### config.mk
export PLATFORM = sky130hd
export DESIGN_NAME = game_ctrl_flat
export DESIGN_NICKNAME = d
export VERILOG_FILES = /design/src/rtl/game_ctrl_if.sv /design/src/rtl/game_ctrl.sv /design/src/flat_wrapper.sv
export SDC_FILE = /design/constraint.sdc
export NUM_CORES = 1
export LEC_CHECK = 0
export BUFFER_PORTS_ARGS = -buffer_cell sky130_fd_sc_hd__buf_2
export CORE_MARGIN = 3
export CORE_UTILIZATION = 55
export CTS_CLUSTER_SIZE = 12
export DETAILED_ROUTE_END_ITERATION = 10
export PLACE_DENSITY = 0.72
export SYNTH_ARGS = -nofsm -noshare
export SYNTH_HDL_FRONTEND = slang
export SYNTH_SLANG_ARGS = --single-unit
### constraint.sdc
create_clock -name clk -period 10.5 [get_ports clk]
set_clock_uncertainty 0.15 [all_clocks]
set_input_delay 0.525 -clock clk [delete_from_list [all_inputs] [get_ports clk]]
set_output_delay 0.525 -clock clk [all_outputs]
set_load 0.03 [all_outputs]
### src/rtl/game_ctrl_if.sv
// ---------------------------------------------------------------------------
// game_ctrl_if
//
// Bundles the player/playfield signals of the snake-style game controller.
//
//   master modport : game side (buttons, collision detector, food logic).
//                    Drives direction requests, pause, collision flags and
//                    the food pulse; observes the controller outputs.
//   slave modport  : the controller (game_ctrl).
//
//   up/down/left/right : level-sensitive direction requests
//   pause              : level pause button (controller edge-detects it)
//   hit_boundary       : snake head left the playfield
//   hit_self           : snake head ran into its own body
//   food_eaten         : one-cycle pulse when food is consumed
//   game_state         : RUNNING=0, DIE=1, INITIAL=2, PAUSED=3, GAME_OVER=4
//   lives_left         : remaining lives
//   score              : food eaten this game, saturating
//   level              : difficulty level, saturating
//   move_tick          : one-cycle pulse telling the snake to advance
// ---------------------------------------------------------------------------
interface game_ctrl_if #(
    parameter int unsigned SCORE_W = 16
);
    logic               up;
    logic               down;
    logic               left;
    logic               right;
    logic               pause;
    logic               hit_boundary;
    logic               hit_self;
    logic               food_eaten;
    logic [2:0]         game_state;
    logic [3:0]         lives_left;
    logic [SCORE_W-1:0] score;
    logic [2:0]         level;
    logic               move_tick;

    modport master (
        output up, down, left, right, pause,
        output hit_boundary, hit_self, food_eaten,
        input  game_state, lives_left, score, level, move_tick
    );

    modport slave (
        input  up, down, left, right, pause,
        input  hit_boundary, hit_self, food_eaten,
        output game_state, lives_left, score, level, move_tick
    );
endinterface

### src/rtl/game_ctrl.sv
// ---------------------------------------------------------------------------
// game_ctrl
//
// Top-level game state machine for a snake-style game. Tracks the game phase,
// lives, score and level, and generates the move_tick pulse whose period
// shrinks as the level rises.
//
// Ports:
//   clk : system clock, the only clock
//   rst : synchronous, active-high reset (priority over every other input)
//   gc  : game_ctrl_if.slave -- direction/pause/collision/food inputs and
//         game_state/lives_left/score/level/move_tick outputs
//
// Parameters:
//   DIE_CYCLES     : cycles spent in DIE after a collision (>= 1)
//   LIVES          : lives per game (1..15)
//   SCORE_W        : score width (must match the interface SCORE_W)
//   BASE_PERIOD    : move_tick period at level 0
//   PERIOD_STEP    : period reduction per level
//   MIN_PERIOD     : period floor
//   FOOD_PER_LEVEL : food pulses needed to advance one level
//   MAX_LEVEL      : highest level (fits 3 bits)
// ---------------------------------------------------------------------------
module game_ctrl #(
    parameter int unsigned DIE_CYCLES     = 100_000_000,
    parameter int unsigned LIVES          = 3,
    parameter int unsigned SCORE_W        = 16,
    parameter int unsigned BASE_PERIOD    = 25_000_000,
    parameter int unsigned PERIOD_STEP    = 2_500_000,
    parameter int unsigned MIN_PERIOD     = 5_000_000,
    parameter int unsigned FOOD_PER_LEVEL = 5,
    parameter int unsigned MAX_LEVEL      = 7
) (
    input  logic         clk,
    input  logic         rst,
    game_ctrl_if.slave   gc
);

    typedef enum logic [2:0] {
        ST_RUNNING   = 3'd0,
        ST_DIE       = 3'd1,
        ST_INITIAL   = 3'd2,
        ST_PAUSED    = 3'd3,
        ST_GAME_OVER = 3'd4
    } state_t;

    localparam logic [3:0]         LIVES_INIT = 4'(LIVES);
    localparam logic [2:0]         MAX_LVL    = 3'(MAX_LEVEL);
    localparam logic [SCORE_W-1:0] SCORE_MAX  = '1;
    localparam logic [SCORE_W-1:0] SCORE_ONE  = {{(SCORE_W-1){1'b0}}, 1'b1};
    localparam logic [31:0]        DIE_LAST   = 32'(DIE_CYCLES - 1);
    localparam logic [31:0]        FOOD_LVL   = 32'(FOOD_PER_LEVEL);
    localparam logic [31:0]        BASE_P     = 32'(BASE_PERIOD);
    localparam logic [31:0]        STEP_P     = 32'(PERIOD_STEP);
    // A zero floor would make the tick counter's terminal value wrap to
    // all-ones; clamp it so the shortest period is one cycle.
    localparam logic [31:0]        FLOOR_P    = (MIN_PERIOD == 0) ? 32'd1 : 32'(MIN_PERIOD);

    // Register declarations carry their reset values as initialisers so the
    // FPGA configuration state matches the post-reset state.
    state_t             state_reg      = ST_INITIAL;
    state_t             state_next;
    logic [3:0]         lives_reg      = LIVES_INIT;
    logic [3:0]         lives_next;
    logic [SCORE_W-1:0] score_reg      = '0;
    logic [SCORE_W-1:0] score_next;
    logic [2:0]         level_reg      = '0;
    logic [2:0]         level_next;
    logic [31:0]        food_cnt_reg   = '0;
    logic [31:0]        food_cnt_next;
    logic [31:0]        tick_cnt_reg   = '0;
    logic [31:0]        tick_cnt_next;
    logic [31:0]        die_cnt_reg    = '0;
    logic [31:0]        die_cnt_next;
    logic               pause_prev_reg = 1'b0;

    logic        any_dir;
    logic        hit;
    logic        pause_rise;
    logic [31:0] step_total;
    logic [31:0] period;
    logic [31:0] tick_last;
    logic        tick_now;

    assign any_dir    = gc.up | gc.down | gc.left | gc.right;
    assign hit        = gc.hit_boundary | gc.hit_self;
    assign pause_rise = gc.pause & ~pause_prev_reg;

    // Tick period for the current level. The subtraction is only taken when
    // it stays above the floor, so it can never underflow.
    always_comb begin
        step_total = 32'(level_reg) * STEP_P;
        period     = FLOOR_P;
        if ((BASE_P > step_total) && ((BASE_P - step_total) > FLOOR_P)) begin
            period = BASE_P - step_total;
        end
        tick_last = period - 32'd1;
    end

    // ">=" rather than "==": after a level-up shortens the period the counter
    // may already sit past the new terminal value; it then fires once and
    // wraps instead of running on to 2^32.
    assign tick_now = (state_reg == ST_RUNNING) && (tick_cnt_reg >= tick_last);

    // Next-state and datapath updates.
    always_comb begin
        state_next    = state_reg;
        lives_next    = lives_reg;
        score_next    = score_reg;
        level_next    = level_reg;
        food_cnt_next = food_cnt_reg;
        tick_cnt_next = tick_cnt_reg;
        die_cnt_next  = die_cnt_reg;

        case (state_reg)
            ST_INITIAL: begin
                tick_cnt_next = '0;
                die_cnt_next  = '0;
                if (any_dir) begin
                    state_next = ST_RUNNING;
                end
            end

            ST_RUNNING: begin
                tick_cnt_next = tick_now ? 32'd0 : tick_cnt_reg + 32'd1;
                if (hit) begin
                    // A collision outranks food and pause in the same cycle.
                    state_next    = ST_DIE;
                    lives_next    = (lives_reg != 4'd0) ? lives_reg - 4'd1 : 4'd0;
                    tick_cnt_next = '0;
                    die_cnt_next  = '0;
                end else begin
                    if (gc.food_eaten) begin
                        if (score_reg != SCORE_MAX) begin
                            score_next = score_reg + SCORE_ONE;
                        end
                        if ((food_cnt_reg + 32'd1) >= FOOD_LVL) begin
                            food_cnt_next = '0;
                            if (level_reg < MAX_LVL) begin
                                level_next = level_reg + 3'd1;
                            end
                        end else begin
                            food_cnt_next = food_cnt_reg + 32'd1;
                        end
                    end
                    if (pause_rise) begin
                        state_next = ST_PAUSED;
                        // Freeze the count where it is so the remaining part
                        // of the step is honoured after resume. If this very
                        // cycle ticked, the wrap to 0 stands.
                        if (!tick_now) begin
                            tick_cnt_next = tick_cnt_reg;
                        end
                    end
                end
            end

            ST_PAUSED: begin
                // Everything except a new pause press is ignored here; the
                // tick counter keeps its value.
                if (pause_rise) begin
                    state_next = ST_RUNNING;
                end
            end

            ST_DIE: begin
                tick_cnt_next = '0;
                if (die_cnt_reg >= DIE_LAST) begin
                    die_cnt_next = '0;
                    state_next   = (lives_reg != 4'd0) ? ST_INITIAL : ST_GAME_OVER;
                end else begin
                    die_cnt_next = die_cnt_reg + 32'd1;
                end
            end

            ST_GAME_OVER: begin
                tick_cnt_next = '0;
                die_cnt_next  = '0;
                // Start a fresh game but land in INITIAL, so the same press
                // does not also launch the snake.
                if (any_dir) begin
                    state_next    = ST_INITIAL;
                    lives_next    = LIVES_INIT;
                    score_next    = '0;
                    level_next    = '0;
                    food_cnt_next = '0;
                end
            end

            default: begin
                state_next    = ST_INITIAL;
                tick_cnt_next = '0;
                die_cnt_next  = '0;
            end
        endcase
    end

    always_ff @(posedge clk) begin
        if (rst) begin
            state_reg    <= ST_INITIAL;
            lives_reg    <= LIVES_INIT;
            score_reg    <= '0;
            level_reg    <= '0;
            food_cnt_reg <= '0;
            tick_cnt_reg <= '0;
            die_cnt_reg  <= '0;
        end else begin
            state_reg    <= state_next;
            lives_reg    <= lives_next;
            score_reg    <= score_next;
            level_reg    <= level_next;
            food_cnt_reg <= food_cnt_next;
            tick_cnt_reg <= tick_cnt_next;
            die_cnt_reg  <= die_cnt_next;
        end
        // Tracking the live pause level through reset primes the detector,
        // so a button already held at reset is not seen as a new press.
        pause_prev_reg <= gc.pause;
    end

    assign gc.game_state = state_reg;
    assign gc.lives_left = lives_reg;
    assign gc.score      = score_reg;
    assign gc.level      = level_reg;
    assign gc.move_tick  = tick_now;

endmodule

### src/flat_wrapper.sv
// flat-port wrapper written by rule: the top's interface ports become plain ports
module game_ctrl_flat 
#(
    parameter int unsigned DIE_CYCLES     = 100_000_000,
    parameter int unsigned LIVES          = 3,
    parameter int unsigned SCORE_W        = 16,
    parameter int unsigned BASE_PERIOD    = 25_000_000,
    parameter int unsigned PERIOD_STEP    = 2_500_000,
    parameter int unsigned MIN_PERIOD     = 5_000_000,
    parameter int unsigned FOOD_PER_LEVEL = 5,
    parameter int unsigned MAX_LEVEL      = 7
)
  (clk, rst, gc_up, gc_down, gc_left, gc_right, gc_pause, gc_hit_boundary, gc_hit_self, gc_food_eaten, gc_game_state, gc_lives_left, gc_score, gc_level, gc_move_tick);
  game_ctrl_if #(.SCORE_W(SCORE_W)) gc_i ();
  input  logic clk;
  input  logic rst;
  input wire logic [$bits(gc_i.up)-1:0] gc_up;
  input wire logic [$bits(gc_i.down)-1:0] gc_down;
  input wire logic [$bits(gc_i.left)-1:0] gc_left;
  input wire logic [$bits(gc_i.right)-1:0] gc_right;
  input wire logic [$bits(gc_i.pause)-1:0] gc_pause;
  input wire logic [$bits(gc_i.hit_boundary)-1:0] gc_hit_boundary;
  input wire logic [$bits(gc_i.hit_self)-1:0] gc_hit_self;
  input wire logic [$bits(gc_i.food_eaten)-1:0] gc_food_eaten;
  output wire logic [$bits(gc_i.game_state)-1:0] gc_game_state;
  output wire logic [$bits(gc_i.lives_left)-1:0] gc_lives_left;
  output wire logic [$bits(gc_i.score)-1:0] gc_score;
  output wire logic [$bits(gc_i.level)-1:0] gc_level;
  output wire logic [$bits(gc_i.move_tick)-1:0] gc_move_tick;
  assign gc_i.up = gc_up;
  assign gc_i.down = gc_down;
  assign gc_i.left = gc_left;
  assign gc_i.right = gc_right;
  assign gc_i.pause = gc_pause;
  assign gc_i.hit_boundary = gc_hit_boundary;
  assign gc_i.hit_self = gc_hit_self;
  assign gc_i.food_eaten = gc_food_eaten;
  assign gc_game_state = gc_i.game_state;
  assign gc_lives_left = gc_i.lives_left;
  assign gc_score = gc_i.score;
  assign gc_level = gc_i.level;
  assign gc_move_tick = gc_i.move_tick;
  game_ctrl #(.DIE_CYCLES(DIE_CYCLES), .LIVES(LIVES), .SCORE_W(SCORE_W), .BASE_PERIOD(BASE_PERIOD), .PERIOD_STEP(PERIOD_STEP), .MIN_PERIOD(MIN_PERIOD), .FOOD_PER_LEVEL(FOOD_PER_LEVEL), .MAX_LEVEL(MAX_LEVEL)) u_core (.clk(clk), .rst(rst), .gc(gc_i));
endmodule
==> results.sh <==
export IMPL_cts_hold_buf=0
export IMPL_p_sw_uw=349.0
export IMPL_crit_path_max_fanout=21
export IMPL_io_pin_count=37
export IMPL_syn_nets=1122
export IMPL_crit_path_end_kind="output pin"
export IMPL_dp_final_hpwl_um=15290
export IMPL_drive_gt1_share_pct=9.249
export IMPL_gp_congestion=0.9132
export IMPL_post_cts_buffers=0
export IMPL_hold_path_class="in2reg"
export IMPL_cts_path_max_buffers=2
export IMPL_cts_repair_resized=0
export IMPL_finalMaxSlewViolations=0
export IMPL_path_class="reg2out"
export IMPL_final_antenna_net_count=0
export IMPL_async_flop_share_pct=0
export IMPL_reg2reg_depth=28
export IMPL_leakage_nw=3.538
export IMPL_synth_seq_cells=123
export IMPL_swShare_pct=27.30
export IMPL_syn_area_mm2=0.008504
export IMPL_rsz0062_at_grt="false"
export IMPL_die_width_um=130.4
export IMPL_area_growth_pct=10.48
export IMPL_dieHeight_um=130.4
export IMPL_drt_pass1_iterations=5
export IMPL_min_period_ns=9.677
export IMPL_slew_headroom_pct=25.14
export IMPL_maxCapViolCount=0
export IMPL_clk_pin_slew_worst_paths_ns=0.06
export IMPL_crit_start="u_core.gc.level[1]$_SDFFE_PP0P_"
export IMPL_grt_pass1_wl_um=35280
export IMPL_synth_edf_count=0
export IMPL_cts_sinks=123
export IMPL_grt_pass1_vias=7127
export IMPL_finalSetupTns_ns=0
export IMPL_slowest_delay_ns=0.90
export IMPL_multi_input_area_mm2=0.005778
export IMPL_p_seq_share_pct=37.7
export IMPL_clockRootBuffer="clkbuf_16"
export IMPL_seqCellArea_mm2=0.002462
export IMPL_syn_inst=1063
export IMPL_track_usage_pct=25.34
export IMPL_totalPowerFinal_mw=1.279
export IMPL_clkLatencyLatePin_ns=0.41
export IMPL_globalRouteOverflowTotal=0
export IMPL_grt_max_degree=32
export IMPL_combPwrFrac_pct=14.0
export IMPL_outcome="finished clean"
export IMPL_hp_start="gc_pause"
export IMPL_row_count=44
export IMPL_yosysSeqAreaShare_pct=28.95
export IMPL_worst_r2r_startpoint="u_core.gc.level[1]$_SDFFE_PP0P_"
export IMPL_core_area_mm2=0.01481
export IMPL_avgViaCountPerCell=6.183
export IMPL_setup_violations=0
export IMPL_start_util_pct=57.43
export IMPL_n_fill_cell=1314
export IMPL_synthDistinctLibCells=88
export IMPL_worst_path_max_delay_cell="dfxtp_1"
export IMPL_routedWlPerCell_um=16.47
export IMPL_cts_made_buffers=17
export IMPL_antenna_found_initial=0
export IMPL_startpoint_type="flop"
export IMPL_diodes=0
export IMPL_hold_violations=0
export IMPL_power_density_mw_per_mm2=136.1
export IMPL_min_delay_path_depth=1
export IMPL_drc=0
export IMPL_ir_drop_uv=116.0
export IMPL_yosysWarnings=0
export IMPL_required_ns=9.83
export IMPL_fin_nets=1138
export IMPL_drt_initial_drc_count=566
export IMPL_num_vias=7890
export IMPL_htree_levels=4
export IMPL_period_share_pct=92.16
export IMPL_cts_tree="built"
export IMPL_portBuffers=36
export IMPL_die_area_mm2=0.01699
export IMPL_internal_power_uw=929.6
export IMPL_synth_ff_type="dfxtp_1"
export IMPL_clock_fmax_mhz=103.3
export IMPL_totalWireLength_um=21020
export IMPL_cp_arrival_ns=9.00
export IMPL_critPathMostFrequentCell="ha_1"
export IMPL_avgSynthCellArea_um2=8.000
export IMPL_clock_power_share_pct=48.3
export IMPL_worst_slew_pin_slew_ns=1.120
## power by group through the flow
stage	Combinational (mW)	Sequential, mW	Clock, mW
final	0.179	0.481	0.618
after global placement	0.175	0.491	0
after CTS	0.178	0.481	0.627
after detailed placement	0.177	0.491	0
after global routing	0.198	0.483	0.648
after floorplan	0.134	0.493	0
## synthesized netlist by cell type (4+ instances only)
cell / count / share of area (%)
o211ai_1: 4 / 0.35
or4_1: 20 / 1.8
ha_1: 48 / 7.1
nor4_1: 15 / 1.1
xnor2_1: 47 / 4.8
and4_1: 16 / 1.6
o41a_1: 4 / 0.53
nand2_1: 85 / 3.8
or2_2: 5 / 0.37
mux2i_1: 4 / 0.47
a311oi_1: 4 / 0.41
inv_1: 20 / 0.88
nand2b_1: 11 / 0.81
dfxtp_1: 123 / 29
o21ai_0: 30 / 1.8
o31ai_1: 18 / 1.6
buf_2: 6 / 0.35
o21a_1: 4 / 0.35
clkbuf_1: 30 / 1.3
and2_1: 40 / 2.9
nor2b_1: 7 / 0.51
xor2_1: 33 / 3.4
nor3_1: 28 / 1.6
a211o_1: 7 / 0.72
nor2_1: 123 / 5.4
a21oi_1: 63 / 3.7
a211oi_1: 6 / 0.53
buf_1: 4 / 0.18
nand4_1: 43 / 3.2
or3_1: 19 / 1.4
a21o_1: 19 / 1.7
a31oi_1: 17 / 1.3
nand3_1: 51 / 3.0
a221oi_1: 6 / 0.62
and3_1: 23 / 1.7
## through the flow
step | setup slack [ns] | area (µm²) | utilization (%) | cells | hold slack (ns)
6_report | 0.8233 | 9395 | 63.44 | 1276 | 0.08202
2_1_floorplan | 2.077 | 8504 | - | 1063 | 0.2928
4_1_cts | 0.8947 | 9395 | 63.44 | 1276 | 0.06579
5_1_grt | 0.07029 | 9395 | 63.44 | 1276 | 0.07026
3_3_place_gp | 1.280 | 8771 | 59.23 | 1244 | 0.3085
3_5_place_dp | 0.9364 | 8771 | 59.23 | 1244 | 0.3134
## worst paths after layout
path / to / slack, ns
max: gc_move_tick / 0.82
min: u_core.pause_prev_reg$_DFF_P_ / 0.08
max reg2reg: u_core.tick_cnt_reg[31]$_SDFFE_PP0P_ / 0.86
min reg2reg: u_core.food_cnt_reg[9]$_SDFFE_PP0P_ / 0.33
## area by class of cell
type	instances	share of cell area (%)
Multi-Input combinational cell	874	61.50
Sequential cell	123	26.21
Clock buffer	18	4.568
Tap cell	184	2.450
Timing Repair Buffer	41	2.317
Clock inverter	14	2.078
Inverter	22	0.8789
## worst max-delay path, delay by kind of cell, from the launching register on
kind            cells  cell delay (ns)
compound gates     12             2.99
simple gates        8             1.86
fa+ha+maj           4             1.54
flops               1             0.90
buf+inv             3             0.75
xor+xnor            1             0.54
## per-layer routing
metal,wire length [µm],part of all wire [%],track usage [%],vias up
li1,-,-,-,3976
met1,10340,49,37.12,3690
met2,9295,44,38.29,199
met3,1135,5.4,5.117,25
met4,239,1.1,6.292,0
met5,0,0,0,-
## cells in the final DEF (no fill, tap or decap), types with 4 or more instances in the layout
master,Yosys,layout
nor2_1,123,123
dfxtp_1,123,123
nand2_1,85,85
a21oi_1,63,63
nand3_1,51,51
ha_1,48,48
xnor2_1,47,47
nand4_1,43,43
and2_1,40,40
buf_2,6,36
xor2_1,33,33
o21ai_0,30,30
nor3_1,28,28
and3_1,23,23
inv_1,20,20
or4_1,20,20
a21o_1,19,19
or3_1,19,19
o31ai_1,18,18
a31oi_1,17,17
clkbuf_16,0,17
and4_1,16,16
nor4_1,15,14
nand2b_1,11,11
a211o_1,7,7
nor2b_1,7,7
a211oi_1,6,6
a221oi_1,6,6
or2_2,5,5
buf_4,3,5
o21a_1,4,4
a311oi_1,4,4
o211ai_1,4,4
o41a_1,4,4
mux2i_1,4,4
clkinvlp_4,0,4
bufinv_16,0,4
## cells by family after synthesis
| group | share of synthesized area [%] |
|---|---|
| xor+xnor | 9.181 |
| mux | 0.4708 |
| buf+inv | 3.222 |
| simple gates | 31.97 |
| fa+ha+maj | 7.297 |
| compound gates | 18.91 |
| flops | 28.95 |
No activity file was read; power rests on OpenSTA's default activity.
